===== config.mk =====
export PLATFORM = sky130hd
export DESIGN_NAME = issue_queue
export DESIGN_NICKNAME = d
export VERILOG_FILES = /design/src/rtl/issue_queue.sv
export SDC_FILE = /design/constraint.sdc
export NUM_CORES = 1
export LEC_CHECK = 0
export BUFFER_PORTS_ARGS = -buffer_cell sky130_fd_sc_hd__buf_4
export CORE_MARGIN = 2
export CORE_UTILIZATION = 25
export DETAILED_ROUTE_END_ITERATION = 10
export GPL_ROUTABILITY_DRIVEN = 0
export PLACE_DENSITY_LB_ADDON = 0.08
export SYNTH_ARGS = -nofsm -noshare
export SYNTH_HDL_FRONTEND = slang
export SYNTH_SLANG_ARGS = --single-unit

===== constraint.sdc =====
create_clock -name clk -period 6.2 [get_ports clk]
set_input_delay 0.62 -clock clk [delete_from_list [all_inputs] [get_ports clk]]
set_output_delay 0.62 -clock clk [all_outputs]
set_load 0.03 [all_outputs]

===== src/rtl/issue_queue.sv =====
// rtl/issue_queue.sv - dual-push, dual-pop circular issue queue
//
// Purpose: buffers decoded/renamed instructions ahead of the issue stage.
//   Up to two entries are pushed per cycle and compacted in slot order.
//   The two oldest entries and the occupancy are presented to issue.
//   Issue consumes up to two entries per cycle by reporting iq_pop_number.
//
// Ports:
//   clk            clock, rising edge
//   rst            asynchronous reset, active low
//   flush          synchronous flush, empties the queue
//   push_ena       per-slot push request (slot 0 is older)
//   push_data      {slot1, slot0} entries, ELEM_W bits each
//   push_ready     queue can take a 2-entry push this cycle
//   issue_require  {head+1, head} entries, zero where unoccupied
//   iq_size        current occupancy, 0..DEPTH
//   iq_pop_number  entries consumed by issue this cycle (3 acts as 2)
//   stall_count    (IQ_STALL_CNT_EN only) saturating count of refused pushes
//
// Optional feature macro: IQ_STALL_CNT_EN
module issue_queue #(
   parameter int DEPTH   = 16,
   parameter int ELEM_W  = 32,
   parameter int PTR_W   = $clog2(DEPTH),
   parameter int IQ_ADDR = PTR_W + 1
) (
   input  logic                clk,
   input  logic                rst,
   input  logic                flush,
   input  logic [1:0]          push_ena,
   input  logic [2*ELEM_W-1:0] push_data,
   output logic                push_ready,
   output logic [2*ELEM_W-1:0] issue_require,
   output logic [IQ_ADDR-1:0]  iq_size,
   input  logic [1:0]          iq_pop_number
`ifdef IQ_STALL_CNT_EN
   ,
   output logic [31:0]         stall_count
`endif
);

   localparam int CNT_W = PTR_W + 1;
   localparam logic [CNT_W-1:0] READY_MAX = CNT_W'(DEPTH - 2);

   logic [ELEM_W-1:0] mem [DEPTH];
   logic [PTR_W-1:0]  head;
   logic [PTR_W-1:0]  tail;
   logic [CNT_W-1:0]  count;

   logic              push_acc;
   logic [CNT_W-1:0]  num_push;
   logic [CNT_W-1:0]  pop_req;
   logic [CNT_W-1:0]  eff_pop;
   logic [ELEM_W-1:0] data0;
   logic [ELEM_W-1:0] data1;
   logic [ELEM_W-1:0] first_wr;
   logic [PTR_W-1:0]  head_p1;

   assign data0   = push_data[ELEM_W-1:0];
   assign data1   = push_data[2*ELEM_W-1:ELEM_W];
   assign head_p1 = head + PTR_W'(1);

   always_comb begin
      // Only registered occupancy decides readiness; space freed by a
      // same-cycle pop is deliberately ignored to keep this path short.
      push_ready = (count <= READY_MAX);
      push_acc   = push_ready && (push_ena != 2'b00);
      num_push   = '0;
      if (push_acc) begin
         num_push = CNT_W'(push_ena[0]) + CNT_W'(push_ena[1]);
      end
      pop_req = (iq_pop_number == 2'd3) ? CNT_W'(2) : CNT_W'(iq_pop_number);
      eff_pop = (pop_req > count) ? count : pop_req;
      // Compaction: the lowest enabled slot always lands at tail.
      first_wr = push_ena[0] ? data0 : data1;
   end

   // Storage needs no reset; occupancy gates everything that reads it.
   always_ff @(posedge clk) begin
      if (push_acc && !flush) begin
         mem[tail] <= first_wr;
         if (push_ena == 2'b11) begin
            mem[tail + PTR_W'(1)] <= data1;
         end
      end
   end

   always_ff @(posedge clk or negedge rst) begin
      if (!rst) begin
         head  <= '0;
         tail  <= '0;
         count <= '0;
      end else if (flush) begin
         head  <= '0;
         tail  <= '0;
         count <= '0;
      end else begin
         head  <= head + PTR_W'(eff_pop);
         tail  <= tail + PTR_W'(num_push);
         count <= count + num_push - eff_pop;
      end
   end

   always_comb begin
      issue_require = '0;
      if (count != '0) begin
         issue_require[ELEM_W-1:0] = mem[head];
      end
      if (count >= CNT_W'(2)) begin
         issue_require[2*ELEM_W-1:ELEM_W] = mem[head_p1];
      end
   end

   assign iq_size = IQ_ADDR'(count);

`ifdef IQ_STALL_CNT_EN
   // Survives flush so stall statistics span pipeline restarts.
   always_ff @(posedge clk or negedge rst) begin
      if (!rst) begin
         stall_count <= '0;
      end else if ((push_ena != 2'b00) && !push_ready && !flush &&
                   (stall_count != 32'hFFFF_FFFF)) begin
         stall_count <= stall_count + 32'd1;
      end
   end
`endif

endmodule

# ---- Yosys cells after proc, flatten, opt, wreduce, memory -nomap -nowiden
# Memory sizes are Yosys's and may differ from the RTL's.
# Cells that the tools add are included.
dict set report word_totals {
  regBits 13
  mem_bits_rw 512
  in_bits 71
  output_inout_bits 70
  n_memories 1
}
# memory words word_bits read_ports rd_clocked_by_memory_dff write_ports line
set mem_list {}
lappend mem_list {mem 16 32 2 0 2 45} ;# logic [ELEM_W-1:0] mem [DEPTH];
dict set report op_classes {
  n_addsub 7
  order_cmp 3
  n_eq_ne 2
  muxes 14
  reduce_logical 5
}
# cell count
set ops {}
lappend ops {{two-way mux 32 bit} 3}
lappend ops {{two-way mux 5 bit} 2}
lappend ops {{adder 4 x 1 -> 4 bit (second input constant)} 2}
lappend ops {{two-way mux 4 bit} 2}
lappend ops {{adder 5 x 2 -> 5 bit} 1}
lappend ops {{greater-or-equal comparator 5 x 2 -> 1 bit (second input constant)} 1}
lappend ops {{> comparator 2 x 5 -> 1 bit} 1}
lappend ops {{<= comparator 5 x 4 -> 1 bit (second input constant)} 1}
lappend ops {{two-way mux 1 bit} 5}
lappend ops {{nonzero test 5 bit} 1}
lappend ops {{subtractor 5 bit} 1}
lappend ops {{adder 4 x 2 -> 4 bit} 1}
lappend ops {{adder 4 bit} 1}
lappend ops {{equality test 2 bit (second input constant)} 2}
lappend ops {{two-way mux 2 bit} 2}
lappend ops {{adder 1 x 1 -> 2 bit} 1}
lappend ops {{logical AND 1 bit} 2}
lappend ops {{nonzero test 2 bit} 1}
lappend ops {{logical NOT 1 bit} 1}

# ---- Depth between registers and ports, before layout
dict set report depth {
  word_depth 6
  depth_mapped 15
  ltp_nobuf 14
}

# ---- Worst setup path after synthesis
# Ideal clock, no wire load.
dict set report synth_path {
  path_type {input to register}
  from {in push_ena[0]}
  to {mem mem[14][0] (enable)}
  setup_time_ns 0.466
  arrival_time_ns 4.087
  required_ns 5.734
  setup_slack_ns 1.648
  stages 7
  cell_sequence {buf_2 > buf_2 > inv_1 > ha_1 > and2b_4 > nand3_1 > o21ai_0}
}
# element line
set synth_lines {}
lappend synth_lines {{from (decl)} 30} ;# input logic [1:0] push_ena,
lappend synth_lines {{to (decl)} 45}

# ---- Worst setup path after layout
dict set report layout_path {
  from {reg head[0]}
  to {out issue_require[34]}
}
dict set report layout_between {
  elab_chain_cells 3
}
# element line
set layout_lines {}
lappend layout_lines {{from (decl)} 46} ;# logic [PTR_W-1:0] head;
lappend layout_lines {{from (signal assigned)} 98} ;# head <= head + PTR_W'(eff_pop);
lappend layout_lines {{adder 4 x 1 -> 4 bit} 61} ;# assign head_p1 = head + PTR_W'(1);
lappend layout_lines {{memory read (16 x 32 bit)} n/a}
lappend layout_lines {{two-way mux 32 bit} 109} ;# if (count >= CNT_W'(2)) begin
lappend layout_lines {{to (decl)} 33} ;# output logic [2*ELEM_W-1:0] issue_require,
# Every way passes these cells.

==> impl_metrics.tcl <==
set metrics [dict create \
    final_common_cell "edfxtp_1" \
    initial_core_util 0.251 \
    antenna_found_initial 4 \
    min-delay-path-class "primary input to register" \
    multi_input_area_um2 14100 \
    rr_worst_depth 5 \
    dpl_cell_area_um2 33600 \
    rsz0062_at_grt "false" \
    postLayoutCellArea_um2 35800 \
    max-slew-margin-rel 0.0445 \
    yosys_warnings 0 \
    syn-mean-instance-area_um2 13.1 \
    maxCapViolations 0 \
    worst_pin_slew_ns 1.39 \
    final_layout_size_suffix_gt1_frac 0.310 \
    finalCritPeriodShare 0.752 \
    synth_enable_flop_cells 512 \
    grt_max_degree 133 \
    wl_um 122000 \
    syn-instance-count 2362 \
    cp-end-kind "primary output" \
    max_freq_mhz 215 \
    leakage_nw 12.3 \
    postRouteAntennaNets 0 \
    cts_setup_buffers 0 \
    synth_seq_cells 525 \
    async_flop_share 0.0248 \
    finalPower_mw 15.2 \
    regToRegEndpoint "mem[8][15]$_DFFE_PP_" \
    min_to "head[0]$_DFF_PN0_" \
    clk_latency_ns 0.63 \
    setup_violations 0 \
    die_x_um 356 \
    final_max_slew_viol_count 0 \
    period_needed_ns 4.66 \
    reg2reg_slack_ns 2.38 \
    reg2reg_from "iq_size[0]$_DFF_PN0_" \
    cts_max_level 3 \
    via_per_inst 5.13 \
    syn-num-nets 2452 \
    path_clk_slew_ns 0.05 \
    grt_first_pass_wirelength_um 171000 \
    setup_tns_ns 0 \
    die_y_um 356 \
    dp_hpwl_um 72700 \
    skew_ns 0.0254 \
    start_kind "register" \
    synth_area_um2 31000 \
    hold_depth 2 \
    coreArea_um2 123000 \
    first_iter_violations 2025 \
    powerDensity_nw_per_um2 427 \
    grt_pass1_vias 21100 \
    portBuffers 140 \
    dr_total_vias 20700 \
    worst-endpoint-required_ns 5.58 \
    drc 0 \
    max-clock-path-buffers 3 \
    fin_nets 2441 \
    cts_resized 0 \
    regArea_um2 15700 \
    yosysUniqueCellTypes 46 \
    cts_tree "done" \
    cts_hold_buf 1 \
    fillers 12500 \
    grt_usage 0.191 \
    drtPass1Iterations 5 \
    grt_overflow 0 \
    ir_drop_mv 0.519 \
    die-area_um2 127000 \
    cts_root_buf "clkbuf_16" \
    ys_dominant_reg_cell "edfxtp_1" \
    layout_common_cells "512 x edfxtp_1, 396 x nor2_1, 388 x a21oi_1" \
    cp.arrival_ns 4.04 \
    outcome "finished, final reports clean" \
    syn_to_final_growth_pct 15.3 \
    cts_made_buffers 71 \
    cp_max_fo 60 \
    critPathKind "register to primary output" \
    num_rows 129 \
    hold_violations 0 \
    post_drt_wl_per_cell_um 30.1 \
    numClockSinks 525 \
    hp-start "flush" \
    ys_seq_area_frac 0.506 \
    ios 141 \
]
[cell usage after synthesis (all sizes together), types with 2 or more instances]
master	instances	area [um^2]
a21oi	388	1940
mux4	256	5770
dfrtp	13	325
mux2i	161	1610
fa	4	80.1
edfxtp	512	15400
nor2b	10	62.6
nand3	5	30.0
a21o	2	15.0
nor2	396	1490
o21ai	19	95.1
nand4b	13	114
and4bb	2	25.0
o21bai	2	15.0
inv	15	56.3
nand2b	4	25.0
buf	189	976
nand2	8	35.0
nor3b	2	26.3
xor2	6	60.1
xnor2	2	17.5
mux2	160	1800
ha	15	188
o22ai	64	400
clkbuf	102	383
[critical path, stage by stage (launching register included)]
cell and delay (ns):
dfrtp_4 0.68, ha_4 0.87, buf_12 0.54, mux4_2 0.58, mux2i_1 0.15, o22ai_1 0.23, buf_4 0.31
[state kept, by name (all words and copies together) (netlist names)]
register / flops
mem: 512
iq_size: 5
tail: 4
head: 4
[power by group]
group	total, mW	internal [mW]	leakage [nW]	switching, mW
clock	3.94	2.28	1.06	1.66
combinational	7.07	2.90	6.49	4.17
sequential	4.24	4.08	4.78	0.162
[layer usage]
metal  routed length (um)  up-vias  track usage
li1                     -     9090            -
met1                55300    10800        0.267
met2                57600      659        0.311
met3                 6250      129       0.0277
met4                 2460        2       0.0465
met5                   18        -            0
[per-stage QoR]
stage                      util  instances  setup slack (ns)  hold WS, ns
final                     0.290       4041              1.54        0.317
after global routing      0.290       4040              1.27        0.319
after CTS                 0.290       4040              1.40        0.274
after detailed placement  0.272       3914              2.11        0.491
after global placement    0.272       3914              2.06        0.489
after floorplan               -       2362              1.65        0.324
[worst max-delay path by stage]
stage                                       end  slack [ns]         startpoint  depth (start not counted)
after global placement    mem[10][16]$_DFFE_PP_        2.06        push_ena[0]                          7
after detailed placement      issue_require[50]        2.11  head[0]$_DFF_PN0_                          6
after global routing          issue_require[34]        1.27  head[0]$_DFF_PN0_                          6
final                         issue_require[34]        1.54  head[0]$_DFF_PN0_                          6
after floorplan            mem[14][0]$_DFFE_PP_        1.65        push_ena[0]                          7
after CTS                     issue_require[34]        1.40  head[0]$_DFF_PN0_                          6
[cell families (layout without fill, tap and decap cells)]
family | after synthesis | count (layout) | synth area share
muxes | 577 | 577 | 0.296
DFF | 525 | 525 | 0.506
buffers and inverters | 306 | 347 | 0.0456
adders and majority gates | 19 | 19 | 0.00864
xor gates and xnor gates | 8 | 8 | 0.00250
and+or+nand+nor | 448 | 448 | 0.0601
AOI/OAI and AO/OA | 478 | 478 | 0.0806
other | 1 | 2 | 0.000121
[cell type report]
cell class | count | area share
inverters | 15 | 0.00164
clock inverters | 37 | 0.00647
clock buffers | 88 | 0.0539
diodes | 1 | 0.0000700
multi-input cells | 1531 | 0.395
flip-flops and latches | 525 | 0.439
repair buffers | 207 | 0.0460
well taps | 1637 | 0.0573
(Power assumes the default switching activity.)
